===== config.mk =====
export PLATFORM = sky130hd
export DESIGN_NAME = hazard_scoreboard_controller
export DESIGN_NICKNAME = d
export VERILOG_FILES = /design/src/rtl/arm_hazard_pkg.sv /design/src/rtl/pending_counter.sv /design/src/rtl/hazard_scoreboard_controller.sv
export SDC_FILE = /design/constraint.sdc
export NUM_CORES = 1
export LEC_CHECK = 0
export ABC_AREA = 1
export CORE_MARGIN = 3
export CORE_UTILIZATION = 25
export CTS_BUF_LIST = sky130_fd_sc_hd__clkbuf_8
export DETAILED_ROUTE_END_ITERATION = 8
export PLACE_DENSITY = 0.5
export SLEW_MARGIN = 20
export SYNTH_ARGS = -nofsm -noshare
export SYNTH_HDL_FRONTEND = slang
export SYNTH_SLANG_ARGS = --single-unit

===== constraint.sdc =====
create_clock -name clk -period 3 [get_ports clk]
set_clock_uncertainty 0.05 [all_clocks]
set_input_delay 0.45 -clock clk [delete_from_list [all_inputs] [get_ports clk]]
set_output_delay 0.45 -clock clk [all_outputs]
set_load 0.01 [all_outputs]

===== src/rtl/arm_hazard_pkg.sv =====
// ---------------------------------------------------------------------------
// arm_hazard_pkg
// Shared constants and the controller state encoding for the ARM 5-stage
// pipeline hazard scoreboard.
//   REG_COUNT     architectural registers tracked (r0..r15)
//   REG_IDX_W     width of a register specifier
//   STATUS_IDX    scoreboard slot used for the status flags (after the regs)
//   MAX_INFLIGHT  outstanding writes per resource (EX, MEM, WB)
//   CNT_W         pending-counter width, wide enough for MAX_INFLIGHT
//   ctrl_state_e  RUN / DRAIN / IDLE issue-control states
// ---------------------------------------------------------------------------
package arm_hazard_pkg;

    localparam int REG_COUNT    = 16;
    localparam int REG_IDX_W    = $clog2(REG_COUNT);
    localparam int STATUS_IDX   = REG_COUNT;
    localparam int MAX_INFLIGHT = 3;
    localparam int CNT_W        = 2;

    typedef enum logic [1:0] {
        RUN   = 2'd0,
        DRAIN = 2'd1,
        IDLE  = 2'd2
    } ctrl_state_e;

endpackage


===== src/rtl/pending_counter.sv =====
// ---------------------------------------------------------------------------
// pending_counter
// Up/down counter of writes still in flight for one scoreboard resource.
// An increment and a decrement in the same cycle cancel out. Counting up
// stops at LIMIT and counting down stops at zero.
//   clk_i        pipeline clock, rising edge
//   rst_i        asynchronous reset, active-high
//   inc_i        a write to this resource issued this cycle
//   dec_i        a write to this resource retired this cycle
//   count_o      current number of pending writes
//   nonzero_o    at least one write pending
//   full_o       LIMIT writes pending, no room for another
//   underflow_o  a retire arrived while nothing was pending
// ---------------------------------------------------------------------------
module pending_counter
    import arm_hazard_pkg::*;
#(
    parameter int WIDTH = CNT_W,
    parameter int LIMIT = MAX_INFLIGHT
) (
    input  logic             clk_i,
    input  logic             rst_i,
    input  logic             inc_i,
    input  logic             dec_i,
    output logic [WIDTH-1:0] count_o,
    output logic             nonzero_o,
    output logic             full_o,
    output logic             underflow_o
);

    localparam logic [WIDTH-1:0] LIMIT_V = WIDTH'(LIMIT);

    logic [WIDTH-1:0] count_q;
    logic [WIDTH-1:0] count_d;

    // Next count: a lone increment or decrement moves the count by one,
    // clamped at both ends. A decrement with nothing pending is flagged
    // so the parent can catch retires that were never issued.
    always_comb begin
        count_d     = count_q;
        underflow_o = 1'b0;
        if (inc_i && !dec_i) begin
            if (count_q != LIMIT_V) begin
                count_d = count_q + WIDTH'(1);
            end
        end else if (dec_i && !inc_i) begin
            if (count_q == '0) begin
                underflow_o = 1'b1;
            end else begin
                count_d = count_q - WIDTH'(1);
            end
        end
    end

    // Count register, cleared by the same reset as the pipeline registers
    // so no stale pending write survives a reset.
    always_ff @(posedge clk_i or posedge rst_i) begin
        if (rst_i) begin
            count_q <= '0;
        end else begin
            count_q <= count_d;
        end
    end

    assign count_o   = count_q;
    assign nonzero_o = (count_q != '0);
    assign full_o    = (count_q == LIMIT_V);

endmodule


===== src/rtl/hazard_scoreboard_controller.sv =====
// ---------------------------------------------------------------------------
// hazard_scoreboard_controller
// Stall/flush controller beside the decode stage of the ARM 5-stage pipeline.
// Keeps one pending-write counter per register plus one for the status
// flags, stalls decode on read-after-write, flag and capacity hazards,
// flushes IF/ID on a taken branch, and can drain the pipeline on request.
//   clk, rst                        clock and asynchronous active-high reset
//   id_valid                        decode holds a real instruction
//   id_src1/id_src1_used            first source and whether it is read
//   id_src2/id_two_src              second source and whether it is read
//   id_wb_en/id_dest                instruction writes id_dest
//   id_s                            instruction updates status flags
//   id_cond_used                    instruction reads the status flags
//   status_done                     EX committed a status write
//   wb_en/wb_dest                   writeback retires a register write
//   branch_taken                    EX resolved a taken branch
//   drain_req                       level request to stop issue and drain
//   hazard                          stall IF/ID, decode inserts a bubble
//   flush                           kill IF/ID contents
//   drain_done                      drain finished, scoreboard empty
//   stall_count                     saturating count of stalled cycles
// ---------------------------------------------------------------------------
module hazard_scoreboard_controller
    import arm_hazard_pkg::*;
#(
    parameter int WB_BYPASS = 1,
    parameter int PERF_W    = 16
) (
    input  logic                 clk,
    input  logic                 rst,
    input  logic                 id_valid,
    input  logic [REG_IDX_W-1:0] id_src1,
    input  logic [REG_IDX_W-1:0] id_src2,
    input  logic                 id_two_src,
    input  logic                 id_src1_used,
    input  logic                 id_wb_en,
    input  logic [REG_IDX_W-1:0] id_dest,
    input  logic                 id_s,
    input  logic                 id_cond_used,
    input  logic                 status_done,
    input  logic                 wb_en,
    input  logic [REG_IDX_W-1:0] wb_dest,
    input  logic                 branch_taken,
    input  logic                 drain_req,
    output logic                 hazard,
    output logic                 flush,
    output logic                 drain_done,
    output logic [PERF_W-1:0]    stall_count
);

    localparam int SLOTS = REG_COUNT + 1;

    ctrl_state_e state_q;
    ctrl_state_e state_d;

    logic [PERF_W-1:0] stallCount_q;
    logic [PERF_W-1:0] stallCount_d;

    logic [SLOTS-1:0]     cntInc;
    logic [SLOTS-1:0]     cntDec;
    logic [SLOTS-1:0]     cntNonzero;
    logic [SLOTS-1:0]     cntFull;
    logic [SLOTS-1:0]     cntUnderflow;
    logic [SLOTS-1:0]     cntZeroNext;
    logic [CNT_W-1:0]     cntValue [SLOTS];

    logic [REG_COUNT-1:0] regPending;
    logic [REG_COUNT-1:0] regFull;
    logic                 hazardTerms;
    logic                 issue;
    logic                 allClearNext;

    // One counter per architectural register, the last slot tracks the
    // status flags.
    for (genvar g = 0; g < SLOTS; g++) begin : gen_cnt
        pending_counter #(
            .WIDTH (CNT_W),
            .LIMIT (MAX_INFLIGHT)
        ) u_cnt (
            .clk_i       (clk),
            .rst_i       (rst),
            .inc_i       (cntInc[g]),
            .dec_i       (cntDec[g]),
            .count_o     (cntValue[g]),
            .nonzero_o   (cntNonzero[g]),
            .full_o      (cntFull[g]),
            .underflow_o (cntUnderflow[g])
        );
    end

    // A register is pending while its counter is nonzero. With the
    // write-through register file, the very last outstanding write retiring
    // right now is already visible to decode, so it no longer blocks.
    always_comb begin
        regPending = cntNonzero[REG_COUNT-1:0];
        for (int r = 0; r < REG_COUNT; r++) begin
            if ((WB_BYPASS != 0) && wb_en && (wb_dest == REG_IDX_W'(r)) &&
                (cntValue[r] == CNT_W'(1))) begin
                regPending[r] = 1'b0;
            end
        end
    end

    assign regFull = cntFull[REG_COUNT-1:0];

    // Decode-side hazard: read-after-write on either source, a conditional
    // instruction waiting for flags, or a destination already at its
    // in-flight limit. Outside RUN every valid instruction is held. A taken
    // branch flushes the slot, so it overrides any stall.
    always_comb begin
        hazardTerms = (id_src1_used && regPending[id_src1]) ||
                      (id_two_src   && regPending[id_src2]) ||
                      (id_cond_used && cntNonzero[STATUS_IDX]) ||
                      (id_wb_en     && regFull[id_dest]);
        flush  = branch_taken;
        hazard = id_valid && !flush && ((state_q != RUN) || hazardTerms);
    end

    assign issue = id_valid && !hazard && !flush && (state_q == RUN);

    // Scoreboard updates: issued writes count up, retiring writes count
    // down. The status slot follows S-bit issues and EX status commits.
    always_comb begin
        cntInc = '0;
        cntDec = '0;
        for (int r = 0; r < REG_COUNT; r++) begin
            cntInc[r] = issue && id_wb_en && (id_dest == REG_IDX_W'(r));
            cntDec[r] = wb_en && (wb_dest == REG_IDX_W'(r));
        end
        cntInc[STATUS_IDX] = issue && id_s;
        cntDec[STATUS_IDX] = status_done;
    end

    // The drain may finish in the same cycle as the last retire, so look
    // at what every counter will hold after this edge rather than now.
    always_comb begin
        cntZeroNext = '0;
        for (int s = 0; s < SLOTS; s++) begin
            cntZeroNext[s] = !(cntInc[s] && !cntDec[s]) &&
                             ((cntValue[s] == '0) ||
                              ((cntValue[s] == CNT_W'(1)) && cntDec[s] && !cntInc[s]));
        end
        allClearNext = &cntZeroNext;
    end

    // Issue-control state register.
    always_ff @(posedge clk or posedge rst) begin
        if (rst) begin
            state_q <= RUN;
        end else begin
            state_q <= state_d;
        end
    end

    // Issue-control next state. Dropping the request always returns to
    // RUN, even mid-drain, and drain_done follows the request level so it
    // clears in the same cycle the request goes away.
    always_comb begin
        state_d    = state_q;
        drain_done = 1'b0;
        unique case (state_q)
            RUN: begin
                if (drain_req) begin
                    state_d = DRAIN;
                end
            end
            DRAIN: begin
                if (!drain_req) begin
                    state_d = RUN;
                end else if (allClearNext) begin
                    state_d = IDLE;
                end
            end
            IDLE: begin
                drain_done = drain_req;
                if (!drain_req) begin
                    state_d = RUN;
                end
            end
            default: begin
                state_d = RUN;
            end
        endcase
    end

    // Stall performance counter, holding at all-ones once saturated.
    always_comb begin
        stallCount_d = stallCount_q;
        if (hazard && (stallCount_q != '1)) begin
            stallCount_d = stallCount_q + PERF_W'(1);
        end
    end

    always_ff @(posedge clk or posedge rst) begin
        if (rst) begin
            stallCount_q <= '0;
        end else begin
            stallCount_q <= stallCount_d;
        end
    end

    assign stall_count = stallCount_q;

    // A retire with nothing pending means the pipeline and scoreboard
    // disagree; the flag status counter should also never be pushed past
    // its limit by back-to-back S-bit instructions.
    noUnderflow: assert property (@(posedge clk) disable iff (rst)
        cntUnderflow == '0);
    noStatusOverflow: assert property (@(posedge clk) disable iff (rst)
        !(cntInc[STATUS_IDX] && !cntDec[STATUS_IDX] && cntFull[STATUS_IDX]));

endmodule


==> results of run 1 <==
[where the power goes]
| part | internal (W) | leakage (nW) | switching, W |
|---|---|---|---|
| logic | 0.000801 | 2.40 | 0.00101 |
| registers | 0.000946 | 0.653 | 0.000242 |
| clock network | 0.000185 | 0.0473 | 0.000258 |
| total | 0.00193 | 3.10 | 0.00151 |
[per-stage QoR]
step | setup TNS [ns] | area, µm²
4_1_cts | 0 | 5934
3_5_place_dp | -11.13 | 5776
5_1_grt | 0 | 6105
3_3_place_gp | -11.61 | 5776
2_1_floorplan | 0 | 4489
6_report | 0 | 6105
[logic make-up (layout without fill, tap and decap cells)]
logic type | Yosys count | in the layout
AOI/OAI and AO/OA | 50 | 50
xor gates and xnor gates | 47 | 47
buffers and inverters | 103 | 231
adders and majority gates | 52 | 52
DFF | 52 | 52
and+or+nand+nor | 297 | 297
[cell type report]
| type | count | area, µm² | area share |
|---|---|---|---|
| clock inverter | 1 | 8.758 | 0.001435 |
| inverter | 97 | 364.1 | 0.05964 |
| clock buffer | 6 | 82.58 | 0.01353 |
| sequential | 52 | 1301 | 0.2132 |
| timing repair buffer | 127 | 1116 | 0.1828 |
| multi-input combinational | 446 | 2950 | 0.4833 |
| tap | 225 | 281.5 | 0.04612 |
[repair_timing]
| item | CTS | global route |
|---|---|---|
| pin swaps | 1 | 11 |
| gates cloned | 0 | 1 |
| gates resized for setup | 19 | 38 |
| setup buffers | 1 | 3 |
| endpoints found under the setup margin | 5 | 29 |
[cell usage after synthesis, types with 3 or more instances]
| library cell | count | area (µm²) |
|---|---|---|
| nor2_1 | 56 | 210.2 |
| o21ai_0 | 15 | 75.07 |
| xor2_1 | 35 | 306.5 |
| or2_2 | 4 | 25.02 |
| o22ai_1 | 7 | 43.79 |
| xnor2_1 | 12 | 105.1 |
| a21oi_1 | 9 | 45.04 |
| nor2_2 | 6 | 37.54 |
| o21ai_2 | 6 | 52.55 |
| nand3_2 | 4 | 40.04 |
| dfrtp_1 | 52 | 1301 |
| o2111ai_1 | 6 | 52.55 |
| inv_1 | 95 | 356.6 |
| nand2_1 | 99 | 371.6 |
| a22o_1 | 4 | 35.03 |
| ha_1 | 52 | 650.6 |
| nor3_1 | 5 | 25.02 |
| nand4_1 | 13 | 81.33 |
| nand3_1 | 95 | 475.5 |
| nor2_4 | 3 | 33.78 |
| nand3b_1 | 4 | 30.03 |
[layout by cell type, fill, tap and decap left out, drive strengths merged, types with 4 or more instances in the layout]
cell type	synthesis	routed
nand2	100	100
dlymetal6s2s	0	5
a21oi	9	9
nor2	65	65
buf	4	80
nand4	14	14
clkbuf	2	7
nor3	5	5
o21ai	21	21
nand3b	4	4
clkdlybuf4s50	0	38
dfrtp	52	52
xnor2	12	12
xor2	35	35
inv	97	97
a22o	4	4
nand3	99	99
or2	6	6
o22ai	7	7
ha	52	52
o2111ai	6	6
[sequential cells by signal (all words and copies together) (netlist names)]
| name | flops |
|---|---|
| gen_cnt.u_cnt.count_o | 34 |
| stall_count | 16 |
| state_q | 2 |
[per-layer routing]
layer	track usage	vias up	part of all wire
met3	0.02253	19	0.039
met5	0	-	0
li1	-	2212	-
met2	0.2211	94	0.46
met4	0.04539	0	0.025
met1	0.1909	1967	0.48
[how the worst max path moves through the flow]
stage               start                      endpoint  slack (ns)  cells after the start
2_1_floorplan       wb_en   gen_cnt[0].u_cnt.count_o[1]        0.55                     16
3_3_place_gp   wb_dest[3]  gen_cnt[12].u_cnt.count_o[1]       -0.37                     20
3_5_place_dp   wb_dest[3]   gen_cnt[8].u_cnt.count_o[0]       -0.40                     19
4_1_cts             wb_en                        hazard       0.003                     14
5_1_grt        wb_dest[0]  gen_cnt[12].u_cnt.count_o[1]        0.02                     20
6_report       wb_dest[1]  gen_cnt[12].u_cnt.count_o[1]        0.22                     20
==> run_results.csv, run 1 <==
group,metric,value,unit
timing,worstMarginPinSlew,0.5252,ns
critical_path,timing.rr.start,"gen_cnt[15].u_cnt.count_o[0]",
synth,synth_top_family_by_area,"simple AND/OR/NAND/NOR gates",
synth,ys_warn_count,0,
critical_path,endpoint_kind,"register",
floorplan,die_y,140.0,µm
timing,max_slew_margin,0.6494,
critical_path,worst_ep_arrival_time,2.96,ns
synth,async_reset_ff_frac,1.000,
synth,synth.area.mux_share,0,
floorplan,fp.coreArea,17420,µm²
critical_path,start_kind,"primary input",
clock_network,clock_sinks,52,
floorplan,die_w,140.0,µm
critical_path,r2r_end,"gen_cnt[12].u_cnt.count_o[1]",
clock_network,cts_made_buffers,5,
route,wire_per_inst,14.33,µm
clock_network,cts_tree,"built",
critical_path,path_cells,"dlygate4sd2_1 > inv_1 > nand3_4 > nor2_4 > nand2_1 > nand3_1 > nand3_1 > nand3_1 > nand3_1 > nand3_2 > nand4_4 > nor2_4 > buf_12 > buf_4 > nand3_1 > nor2_1 > inv_2 > nor2_1 > nand3b_1 > o21ai_1",
placed_design,dp_cells,942,
layout,finish.utilization,0.3505,
layout,area_growth,35.98,%
critical_path,critPathMostFrequentCell,"nand3_1",
synth,synth_nets,681,
route,postRouteAntennaNets,0,
floorplan,num_rows,48,
timing,holdWs,0.4125,ns
placed_design,place_ws,-0.3969,ns
global_route,grt_pass1_vias,4052,
critical_path,critPathRequiredTime,3.18,ns
clock_network,clock_tree.buffer_depth,2,
pwr,irDropWorstVdd,219.1,µV
layout,diodes,0,
synth,synth_ff_type,"dfrtp_1",
layout,drive_gt1_frac,0.2016,
critical_path,path_delay_family,"simple AND/OR/NAND/NOR gates",
placed_design,place.gp.congestion,0.9749,
timing,finalWorstSetupSlack,0.2152,ns
timing,rsz0062_at_grt,"false",
timing,period_needed,2.785,ns
route,wl,13.67,mm
timing,maxSlewViolCount,0,
placed_design,portBuffers,46,
synth,synth_compound_area_frac,0.07330,
synth,syn_inst,601,
clock_network,worstSkewPairLatency,0.34,ns
synth,synthSimpleGateAreaFrac,0.3105,
worst_hold_path,hold_path.class,"in2async",
floorplan,initial_core_util,0.2578,
route,route.detailed.drc,0,
route,drt-pass1-iter-count,6,
route,viasPerCell,4.499,
global_route,grt_overflow_total,0,
pwr,p_leak,3.098,nW
floorplan,dieArea,19600,µm²
flow_run,maxCapViolations,0,
timing,fmax,359.1,MHz
synth,synth_edf_count,0,
critical_path,r2r_slack,0.26,ns
layout,layout.nets,809,
timing,fin_crit_sh,0.9283,
layout,fill_cells,1843,
timing,final-hold-violation-count,0,
synth,synthAdderAreaFrac,0.1449,
synth,synth_xor_area_frac,0.09169,
global_route,antenna_found_initial,0,
critical_path,path_buf_inv,5,
synth,syn_area_per_cell,7.470,µm²
placed_design,hpwl,11.22,mm
run_status,outcome,"finished, final reports clean",
floorplan,ioPinCount,47,
critical_path,slowest_stage,"dlygate4sd2_1",
clock_network,cts.hold.buffers_added,0,
synth,synth_area,4489,µm²
global_route,grt_usage,0.1383,
global_route,grt_max_degree,26,
clock_network,clk_transition_reported_paths,0.10,ns
critical_path,max_stage_delay,0.33,ns
layout,fin_cells,954,
critical_path,critPathMaxFanout,7,
route,drt_iter0_markers,239,
synth,synth-seq-area-share,0.2899,
timing,finalSetupViolCount,0,
clock_network,clockRootBuffer,"clkbuf_8",
synth,synth_seq_cells,52,
pwr,report.power.total,0.003444,W
global_route,grt_pass1_wl,21.57,mm
critical_path,criticalPathCategory,"in2reg",
synth,synth.distinct_cells,35,
clock_network,htreeDepth,2,
critical_path,r2r_cells,17,
pwr,powerDensity,564.2,nW/µm²
route,via_count,4292,
No activity file was read; power rests on OpenSTA's default activity.
==> run 2: changes to the inputs <==
Settings changed: PLACE_DENSITY 0.5 to unset, PLACE_DENSITY_LB_ADDON set to 0.2.
==> run_results.csv, run 2 (same netlist as run 1, synthesis figures left out) <==
group,metric,value,unit
layout,area_growth,32.47,%
critical_path,critPathMaxFanout,6,
layout,stdcell_area,5947,µm²
placed_design,place.gp.congestion,0.9039,
route,route.detailed.drc,0,
pwr,powerDensity,590.3,nW/µm²
floorplan,initial_core_util,0.2578,
placed_design,portBuffers,46,
layout,layout_commonest_cell,"nand2_1",
placed_design,hpwl,12.35,mm
critical_path,r2r_end,"gen_cnt[15].u_cnt.count_o[1]",
pwr,p_leak,3.056,nW
global_route,grt_pass1_wl,23.34,mm
global_route,grt_usage,0.1510,
route,drt_iter0_markers,306,
timing,maxSlewViolCount,0,
critical_path,r2r_slack,0.22,ns
layout,fill_cells,1895,
layout,diodes,0,
clock_network,clock_sinks,52,
critical_path,r2r_cells,16,
clock_network,cts_tree,"built",
timing,worstMarginPinSlew,0.5844,ns
clock_network,clockRootBuffer,"clkbuf_8",
worst_hold_path,hold_path.class,"in2async",
run_status,outcome,"finished, final reports clean",
flow_run,maxCapViolations,0,
route,postRouteAntennaNets,0,
critical_path,start_kind,"primary input",
global_route,grt_overflow_total,0,
layout,final_cell_mix,"93 x nand2_1, 92 x nand3_1, 90 x inv_1",
critical_path,timing.rr.start,"gen_cnt[8].u_cnt.count_o[1]",
placed_design,dpl-instance-area,5741,µm²
pwr,irDropWorstVdd,196.2,µV
route,via_count,4302,
clock_network,htreeDepth,2,
global_route,grt_pass1_vias,4332,
route,wire_per_inst,15.42,µm
floorplan,die_y,140.0,µm
timing,final-hold-violation-count,0,
critical_path,criticalPathCategory,"in2out",
timing,max_slew_margin,0.6098,
route,drt-pass1-iter-count,7,
floorplan,die_w,140.0,µm
floorplan,num_rows,48,
placed_design,dp_cells,939,
timing,fmax,345.6,MHz
layout,drive_gt1_frac,0.1860,
route,wl,14.66,mm
timing,finalWorstSetupSlack,0.1061,ns
global_route,antenna_found_initial,0,
critical_path,endpoint_kind,"primary output",
layout,fin_cells,951,
floorplan,ioPinCount,47,
layout,layout.nets,805,
clock_network,clk_transition_reported_paths,0.11,ns
critical_path,critPathRequiredTime,2.50,ns
layout,largest_register_ffs,34,
critical_path,worst_ep_arrival_time,2.39,ns
timing,finalSetupTns,0,ns
route,viasPerCell,4.524,
timing,fin_crit_sh,0.9646,
clock_network,cts_made_buffers,5,
floorplan,fp.coreArea,17420,µm²
timing,period_needed,2.894,ns
clock_network,worstSkewPairLatency,0.34,ns
global_route,grt_max_degree,28,
clock_network,clock_tree.buffer_depth,2,
layout,regArea,1301,µm²
layout,multiInputGateArea,2879,µm²
placed_design,place_ws,-0.6055,ns
floorplan,dieArea,19600,µm²
timing,finalSetupViolCount,0,
run 2: changes by cell type in the layout (fill, tap and decap cells not counted), moves of 2 or more:
cell	change
dlymetal6s2s_1	-2
buf_6	-2
nand2_1	+4
nor2_4	-6
nand2_2	-4
nor2_1	+5
run 2: metrics by stage:
stage                     hold slack [ns]  utilization  total power [W]
after floorplan                    0.4324            -         0.002398
after global placement             0.4387       0.3296         0.003036
after detailed placement           0.4409       0.3296         0.003081
after CTS                          0.4415       0.3376         0.003561
after global routing               0.4724       0.3415         0.003884
final                              0.4284       0.3415         0.003511
run 2: what timing repair did:
| item | CTS | global route |
|---|---|---|
| setup endpoints to repair | 35 | 32 |
| gates resized for setup | 21 | 19 |
| setup buffers | 0 | 4 |
| pin swaps | 1 | 5 |
| hold buffers | 0 | 0 |
run 2: layer usage:
layer,track usage,routed length [µm]
met2,0.2565,7109
met1,0.2046,6822
met5,0,0
met3,0.02219,555
met4,0.03213,176
run 2: power breakdown:
part	internal, W	switching (W)	leakage (nW)
Clock	0.000164	0.000276	0.0497
Sequential	0.000946	0.000242	0.653
Combinational	0.000815	0.00107	2.35
run 2: critical path, stage by stage:
cell           delay, ns
dlygate4sd2_1       0.32
inv_1               0.16
nand3_4             0.15
nor2_2              0.16
nand2_1             0.11
nand3_1             0.11
nand3_1             0.10
nand3_1             0.08
nand3b_1            0.09
nand3_2             0.14
nand3_2             0.11
nand2_1             0.10
inv_2               0.04
dlygate4sd2_1       0.27
run 2: layout make-up:
cell class | count | area share
Inverter | 97 | 0.06122
Multi-Input combinational cell | 446 | 0.4841
Clock buffer | 5 | 0.01157
Tap cell | 225 | 0.04734
Sequential cell | 52 | 0.2188
Timing Repair Buffer | 123 | 0.1740
Clock inverter | 3 | 0.002946
run 2: how the worst max path moves through the flow:
stage                                        end  slack [ns]  cells after the start       start
detailed placement   gen_cnt[4].u_cnt.count_o[0]       -0.61                     16       wb_en
global placement    gen_cnt[11].u_cnt.count_o[1]       -0.55                     18  wb_dest[3]
global route        gen_cnt[12].u_cnt.count_o[1]       -0.01                     20  wb_dest[1]
floorplan            gen_cnt[0].u_cnt.count_o[1]        0.55                     16       wb_en
finish                                    hazard        0.11                     14  wb_dest[1]
CTS                                       hazard       0.007                     14  wb_dest[3]
